### src/rtl/avg_pkg.sv
// avg_pkg: AVG opcodes, sequencer state encoding and instruction byte counts
package avg_pkg;
  localparam logic [2:0] OP_VECTOR1 = 3'b000;
  localparam logic [2:0] OP_HALT    = 3'b001;
  localparam logic [2:0] OP_VECTOR2 = 3'b010;
  localparam logic [2:0] OP_STAT    = 3'b011;
  localparam logic [2:0] OP_CENTER  = 3'b100;
  localparam logic [2:0] OP_JSR     = 3'b101;
  localparam logic [2:0] OP_JMP     = 3'b111;
  localparam logic [2:0] OP_RTS     = 3'b110;
  localparam int INST_LONG  = 4;
  localparam int INST_SHORT = 2;
  typedef enum logic [2:0] {IDLE, F0, F1, F2, F3, EXEC, DRAW} state_t;
  function automatic logic [1:0] last_byte(input logic [2:0] op);
    return 2'(op == OP_VECTOR1 ? INST_LONG - 1 : INST_SHORT - 1);
  endfunction
endpackage

### src/rtl/avg_sequencer_if.sv
// avg_sequencer_if: vector memory, decoder and draw handshake bundle of the AVG sequencer
interface avg_sequencer_if;
  logic [15:0] mem_addr;
  logic        mem_rd;
  logic [7:0]  mem_data;
  logic [31:0] inst;
  logic        inst_vld;
  logic [2:0]  dcd_pc_offset;
  logic [2:0]  dcd_inst_length;
  logic        dcd_jmp;
  logic        dcd_jsr;
  logic        dcd_ret;
  logic        dcd_halt;
  logic        dcd_vector;
  logic [15:0] dcd_jump_addr;
  logic        draw_start;
  logic        draw_done;
  modport master (
    output mem_addr, mem_rd, inst, inst_vld, draw_start,
    input  mem_data, dcd_pc_offset, dcd_inst_length, dcd_jmp, dcd_jsr, dcd_ret,
           dcd_halt, dcd_vector, dcd_jump_addr, draw_done
  );
  modport slave (
    input  mem_addr, mem_rd, inst, inst_vld, draw_start,
    output mem_data, dcd_pc_offset, dcd_inst_length, dcd_jmp, dcd_jsr, dcd_ret,
           dcd_halt, dcd_vector, dcd_jump_addr, draw_done
  );
endinterface

### src/rtl/avg_ret_stack.sv
// avg_ret_stack: DEPTH x 16 LIFO of JSR return addresses
module avg_ret_stack #(
  parameter int DEPTH = 4
) (
  input  logic        clk,
  input  logic        rst,
  input  logic        clr,
  input  logic        push,
  input  logic        pop,
  input  logic [15:0] din,
  output logic [15:0] dout,
  output logic        full,
  output logic        empty
);
  localparam int AW = $clog2(DEPTH);
  logic [15:0] mem [DEPTH];
  logic [AW:0] sp;
  assign full  = sp == (AW + 1)'(DEPTH);
  assign empty = sp == '0;
  assign dout  = mem[AW'(sp - 1'b1)];
  always_ff @(posedge clk) begin
    if (rst || clr) sp <= '0;
    else if (push && !full) sp <= sp + 1'b1;
    else if (pop && !empty) sp <= sp - 1'b1;
  end
  always_ff @(posedge clk)
    if (push && !full) mem[sp[AW-1:0]] <= din;
endmodule

### src/rtl/avg_sequencer.sv
// avg_sequencer: AVG fetch/execute controller; define AVG_SEQ_WATCHDOG_EN for the instruction watchdog
module avg_sequencer
  import avg_pkg::*;
#(
  parameter int STACK_DEPTH = 4
`ifdef AVG_SEQ_WATCHDOG_EN
  , parameter logic [15:0] WDOG_LIMIT = 16'd4096
`endif
) (
  input  logic            clk,
  input  logic            rst,
  input  logic            go,
  avg_sequencer_if.master bus,
  output logic [15:0]     pc,
  output logic            halted,
  output logic            err
);
  state_t state, state_n;
  logic [15:0] pc_n, pc_next, top;
  logic [31:0] inst_q;
  logic [1:0]  idx_q, off;
  logic [2:0]  off_q, cnt, rem;
  logic rd_q, rd, err_n, push, pop, clr, full, empty, last, wd_trip, dstart;

  avg_ret_stack #(.DEPTH(STACK_DEPTH)) u_stk (
    .clk(clk), .rst(rst), .clr(clr), .push(push), .pop(pop),
    .din(pc_next), .dout(top), .full(full), .empty(empty)
  );

  assign pc_next        = pc + {13'd0, bus.dcd_pc_offset};
  assign rem            = cnt != 3'd0 ? cnt : bus.dcd_inst_length != 3'd0 ? bus.dcd_inst_length : 3'd1;
  assign last           = rem == 3'd1;
  assign bus.mem_rd     = rd;
  assign bus.mem_addr   = rd ? pc + {14'd0, off} : 16'h0000;
  assign bus.inst       = state == EXEC ? inst_q : 32'h0;
  assign bus.inst_vld   = state == EXEC;
  assign bus.draw_start = dstart;
  assign halted         = state == IDLE;

`ifdef AVG_SEQ_WATCHDOG_EN
  logic [15:0] wd;
  always_ff @(posedge clk) begin
    if (rst || (state == IDLE && go)) wd <= '0;
    else if (state == EXEC && last) wd <= wd + 16'd1;
  end
  assign wd_trip = wd + 16'd1 >= WDOG_LIMIT;
`else
  assign wd_trip = 1'b0;
`endif

  always_comb begin
    state_n = state;
    pc_n    = pc;
    err_n   = err;
    rd      = 1'b0;
    off     = 2'd0;
    push    = 1'b0;
    pop     = 1'b0;
    clr     = 1'b0;
    dstart  = 1'b0;
    case (state)
      IDLE: if (go) begin
        state_n = F0;
        pc_n    = '0;
        err_n   = 1'b0;
        clr     = 1'b1;
      end
      F0: begin
        rd      = 1'b1;
        state_n = F1;
      end
      F1: begin
        rd      = 1'b1;
        off     = 2'd1;
        state_n = F2;
      end
      // mem_data holds the byte at pc+1 here, so the opcode decides the length
      F2: begin
        rd      = last_byte(bus.mem_data[7:5]) != 2'd1;
        off     = 2'd2;
        state_n = rd ? F3 : EXEC;
      end
      // first cycle issues pc+3, second cycle only captures it
      F3: begin
        rd      = idx_q != 2'(INST_LONG - 1);
        off     = 2'd3;
        state_n = rd ? F3 : EXEC;
      end
      EXEC: if (last) begin
        if (wd_trip) begin
          err_n   = 1'b1;
          state_n = IDLE;
        end else if (bus.dcd_halt) state_n = IDLE;
        else if (bus.dcd_vector) begin
          dstart  = 1'b1;
          state_n = DRAW;
        end else if (bus.dcd_jsr) begin
          push    = !full;
          err_n   = err | full;
          pc_n    = full ? pc : bus.dcd_jump_addr;
          state_n = full ? IDLE : F0;
        end else if (bus.dcd_jmp) begin
          pc_n    = bus.dcd_jump_addr;
          state_n = F0;
        end else if (bus.dcd_ret) begin
          pop     = !empty;
          err_n   = err | empty;
          pc_n    = empty ? pc : top;
          state_n = empty ? IDLE : F0;
        end else begin
          pc_n    = pc_next;
          state_n = F0;
        end
      end
      DRAW: if (bus.draw_done) begin
        pc_n    = pc + {13'd0, off_q};
        state_n = F0;
      end
      default: state_n = IDLE;
    endcase
  end

  always_ff @(posedge clk) begin
    if (rst) begin
      state  <= IDLE;
      pc     <= '0;
      err    <= 1'b0;
      rd_q   <= 1'b0;
      idx_q  <= '0;
      inst_q <= '0;
      cnt    <= '0;
      off_q  <= '0;
    end else begin
      state <= state_n;
      pc    <= pc_n;
      err   <= err_n;
      rd_q  <= rd;
      if (rd) idx_q <= off;
      if (state == F0) inst_q <= '0;
      else if (rd_q) inst_q[{~idx_q, 3'b000} +: 8] <= bus.mem_data;
      cnt <= state == EXEC && !last ? rem - 3'd1 : 3'd0;
      if (state == EXEC) off_q <= bus.dcd_pc_offset;
    end
  end
endmodule

### src/flat_wrapper.sv
// flat-port wrapper written by rule: the top's interface ports become plain ports
module avg_sequencer_flat import avg_pkg::*;
#(
  parameter int STACK_DEPTH = 4

)
  (clk, rst, go, pc, halted, err, bus_mem_addr, bus_mem_rd, bus_inst, bus_inst_vld, bus_draw_start, bus_mem_data, bus_dcd_pc_offset, bus_dcd_inst_length, bus_dcd_jmp, bus_dcd_jsr, bus_dcd_ret, bus_dcd_halt, bus_dcd_vector, bus_dcd_jump_addr, bus_draw_done);
  avg_sequencer_if bus_i ();
  input  logic clk;
  input  logic rst;
  input  logic go;
  output logic [15:0] pc;
  output logic halted;
  output logic err;
  output wire logic [$bits(bus_i.mem_addr)-1:0] bus_mem_addr;
  output wire logic [$bits(bus_i.mem_rd)-1:0] bus_mem_rd;
  output wire logic [$bits(bus_i.inst)-1:0] bus_inst;
  output wire logic [$bits(bus_i.inst_vld)-1:0] bus_inst_vld;
  output wire logic [$bits(bus_i.draw_start)-1:0] bus_draw_start;
  input wire logic [$bits(bus_i.mem_data)-1:0] bus_mem_data;
  input wire logic [$bits(bus_i.dcd_pc_offset)-1:0] bus_dcd_pc_offset;
  input wire logic [$bits(bus_i.dcd_inst_length)-1:0] bus_dcd_inst_length;
  input wire logic [$bits(bus_i.dcd_jmp)-1:0] bus_dcd_jmp;
  input wire logic [$bits(bus_i.dcd_jsr)-1:0] bus_dcd_jsr;
  input wire logic [$bits(bus_i.dcd_ret)-1:0] bus_dcd_ret;
  input wire logic [$bits(bus_i.dcd_halt)-1:0] bus_dcd_halt;
  input wire logic [$bits(bus_i.dcd_vector)-1:0] bus_dcd_vector;
  input wire logic [$bits(bus_i.dcd_jump_addr)-1:0] bus_dcd_jump_addr;
  input wire logic [$bits(bus_i.draw_done)-1:0] bus_draw_done;
  assign bus_mem_addr = bus_i.mem_addr;
  assign bus_mem_rd = bus_i.mem_rd;
  assign bus_inst = bus_i.inst;
  assign bus_inst_vld = bus_i.inst_vld;
  assign bus_draw_start = bus_i.draw_start;
  assign bus_i.mem_data = bus_mem_data;
  assign bus_i.dcd_pc_offset = bus_dcd_pc_offset;
  assign bus_i.dcd_inst_length = bus_dcd_inst_length;
  assign bus_i.dcd_jmp = bus_dcd_jmp;
  assign bus_i.dcd_jsr = bus_dcd_jsr;
  assign bus_i.dcd_ret = bus_dcd_ret;
  assign bus_i.dcd_halt = bus_dcd_halt;
  assign bus_i.dcd_vector = bus_dcd_vector;
  assign bus_i.dcd_jump_addr = bus_dcd_jump_addr;
  assign bus_i.draw_done = bus_draw_done;
  avg_sequencer #(.STACK_DEPTH(STACK_DEPTH)) u_core (.clk(clk), .rst(rst), .go(go), .bus(bus_i), .pc(pc), .halted(halted), .err(err));
endmodule
### config.mk
export PLATFORM = sky130hd
export DESIGN_NAME = avg_sequencer_flat
export DESIGN_NICKNAME = d
export VERILOG_FILES = /design/src/rtl/avg_pkg.sv /design/src/rtl/avg_sequencer_if.sv /design/src/rtl/avg_ret_stack.sv /design/src/rtl/avg_sequencer.sv /design/src/flat_wrapper.sv
export SDC_FILE = /design/constraint.sdc
export NUM_CORES = 1
export LEC_CHECK = 0
export ABC_AREA = 1
export ABC_CLOCK_PERIOD_IN_PS = 2600
export CORE_MARGIN = 4
export CORE_UTILIZATION = 50
export DETAILED_ROUTE_END_ITERATION = 8
export HOLD_SLACK_MARGIN = 0.05
export PLACE_DENSITY = 0.81
export SYNTH_ARGS = -nofsm -noshare
export SYNTH_HDL_FRONTEND = slang
export SYNTH_SLANG_ARGS = --single-unit
### constraint.sdc
create_clock -name clk -period 2.6 [get_ports clk]
set_input_delay 0.26 -clock clk [delete_from_list [all_inputs] [get_ports clk]]
set_output_delay 0.26 -clock clk [all_outputs]
set_load 0.01 [all_outputs]
==> results.py <==
metrics = {
    "run": {
        "cap_violations": 0,
    },
    "yosys": {
        "async_flop_share_pct": 0,
        "synth_simple_gate_area_share_pct": 30.4,
        "synth_mux_area_share_pct": 0,
        "synth.most_common_cell": "nand2_1",
        "synth_compound_area_share_pct": 11.4,
        "yosysWarnings": 0,
        "synth_top_family_by_area": "simple AND/OR/NAND/NOR gates",
        "synth-seq-area-share_pct": 44.4,
        "synth_top_cell_by_area": "edfxtp_1",
        "synthCells": 984,
        "syn-cell-area_um2": 7220,
        "syn_area_per_cell_um2": 7.34,
        "synth_seq_cells": 128,
        "synth_common_cells": "nand2_1, nor2_1, inv_1",
        "synth_flop_cell": "edfxtp_1",
        "yosysUniqueCellTypes": 43,
        "synthAdderAreaFrac_pct": 4.30,
        "synth_xor_area_share_pct": 0.849,
        "synth-edff-count": 64,
        "synth_nets": 1046,
        "synth.top_cell.area_share_pct": 26.6,
        "yosys-top-cells-area": "edfxtp_1, dfxtp_1, nand2_1",
    },
    "worst_setup_path": {
        "critPathArrivalTime_ns": 2.55,
        "crit_type": "reg2out",
        "cp-start-kind": "flip-flop",
        "cp_max_fo": 4,
        "critical_path.endpoint_type": "output pin",
        "worst_ep_required_time_ns": 2.34,
    },
    "run_status": {
        "violations": "setup timing",
        "outcome": "complete, but fails checks",
    },
    "drt": {
        "met3_length_um": 2010,
        "route.vias.total": 7207,
        "top_layer": "met4",
        "wl_per_cell_um": 15.8,
        "detail_route.wirelength.met1_um": 8710,
        "vias_per_cell": 5.40,
        "firstDrtPassIters": 5,
        "drt_iter0_markers": 735,
        "met2_length_um": 9840,
        "antenna_left": 0,
        "routed_wl_um": 21000,
        "drcViolationCount": 0,
    },
    "global_route": {
        "grt_pass1_wl_um": 33400,
        "antenna_found_initial": 0,
        "overflow": 0,
        "grt_start_max_net_pins": 36,
        "grt_pass1_vias": 6747,
        "grtUsageTotal_pct": 25.7,
    },
    "floorplanning": {
        "die_area_um2": 16400,
        "io-pin-count": 108,
        "chipHeight_um": 128,
        "start_util_pct": 51.6,
        "fp.dieW_um": 128,
        "core_um2": 14000,
        "rows": 43,
    },
    "place": {
        "dpl.hpwl_um": 14600,
        "placed_cell_area_um2": 8780,
        "place_congestion": 0.942,
        "io_buffers": 107,
    },
    "clock_network": {
        "cts_max_path_buffers": 2,
        "clk_pin_slew_ns": 0.06,
        "htree_levels": 4,
        "clock_sinks": 128,
        "root_buffer": "clkbuf_16",
        "cts_buffers": 17,
        "cts_tree": "built",
        "insertion_delay_ns": 0.43,
    },
    "timing": {
        "slew_viol_final": 0,
        "worstMarginPinSlew_ns": 0.605,
        "rsz0062_at_grt": "yes",
        "clock_skew_ns": 0.0107,
        "fin_crit_sh_pct": 108,
        "slew_headroom_pct": 59.4,
        "max_freq_ghz": 0.355,
        "fin_tns_setup_ns": -1.22,
        "setup_ws_ns": -0.214,
        "fin_crit_ns": 2.81,
        "hold_viol_final": 0,
        "setup_violations": 10,
    },
    "power": {
        "p_leak_nw": 3.87,
        "vdd_drop_max_mv": 0.487,
        "power_density_nw_per_um2": 589,
    },
    "final_layout": {
        "final_area_um2": 9520,
        "syn_to_final_growth_pct": 31.8,
        "drive_gt1_share_pct": 15.5,
        "antenna_cells": 0,
        "finalNetCount": 1204,
    },
    "hold_path": {
        "hold_class": "in2reg",
    },
}
[layout by cell type, fill, tap and decap left out, drive strengths merged, types with 14 or more instances in the layout]
cell type	count
a21oi	64
nand2	264
o21ai	76
inv	130
ha	20
buf	76
edfxtp	64
nand3	64
dfxtp	64
nor3	14
nor2	160
clkdlybuf4s50	92
clkbuf	18
[logic make-up after synthesis]
| group | Yosys count |
|---|---|
| buf+inv | 157 |
| fa+ha+maj | 23 |
| flops | 128 |
| compound gates | 155 |
| simple gates | 514 |
| xor+xnor | 7 |
[power by group]
group | internal, W | leakage, nW | switching [W]
combinational | 0.000414 | 2.49 | 0.000623
sequential | 0.00222 | 1.11 | 0.0000825
clock | 0.00132 | 0.268 | 0.000941
total | 0.00396 | 3.87 | 0.00165
[path summary, 6_finish.rpt]
kind / start / to / slack, ns / cells after the start
max: u_core.state[1] / bus_mem_addr[6] / -0.21 / 17
min: bus_dcd_pc_offset[0] / u_core.off_q[0] / 0.45 / 3
max reg2reg: u_core.pc[0] / u_core.u_stk.mem[0][14] / 0.30 / 9
min reg2reg: u_core.inst_q[29] / u_core.inst_q[29] / 0.47 / 2
[layout make-up]
cell class / count / area (um2)
Sequential cell: 128 / 3210
Fill cell: 1070 / 4470
Multi-Input combinational cell: 699 / 3540
Inverter: 127 / 479
Timing Repair Buffer: 169 / 1510
Clock inverter: 15 / 135
Clock buffer: 17 / 425
Tap cell: 180 / 225
[state kept, by name, indices dropped and copies added, names as in the netlist]
name              count
u_core.cnt            3
u_core.err            1
u_core.idx_q          2
u_core.inst_q        32
u_core.off_q          3
u_core.pc            16
u_core.rd_q           1
u_core.state          3
u_core.u_stk.mem     64
u_core.u_stk.sp       3
[timing repair]
| item | in CTS | in global routing |
|---|---|---|
| setup buffers | 7 | 5 |
| gates cloned | 0 | 0 |
| setup endpoints to repair | 16 | 17 |
| pin swaps | 11 | 11 |
| gates resized for setup | 69 | 40 |
| hold buffers | 0 | 0 |
[routing by layer]
layer / up-vias / GRT usage [%]
met5: - / 0
met3: 44 / 5.25
li1: 3484 / -
met4: 0 / 9.61
met2: 389 / 40.7
met1: 3290 / 34.7
[per-stage QoR]
step	std cells	utilization, %	total power (W)	hold slack [ns]	setup slack (ns)
floorplan	984	-	0.00287	0.403	0.0224
global placement	1291	62.8	0.00331	0.453	-0.218
detailed placement	1291	62.8	0.00332	0.457	-0.267
CTS	1330	67.2	0.00557	0.445	-0.250
global route	1335	68.1	0.00581	0.460	-0.341
finish	1335	68.1	0.00560	0.453	-0.214
[worst max-delay path: stages (launching register included)]
cell	delay [ns]
dfxtp_4	0.36
inv_2	0.06
nand2_2	0.06
nor2_4	0.09
inv_2	0.05
nand2_2	0.08
ha_4	0.14
inv_4	0.03
fa_2	0.36
nor2_4	0.14
nand2_2	0.09
nor2_4	0.11
buf_4	0.12
buf_4	0.09
buf_4	0.08
buf_4	0.09
nor3_2	0.03
buf_2	0.14
Note: power is estimated with default switching activity, not from simulation.
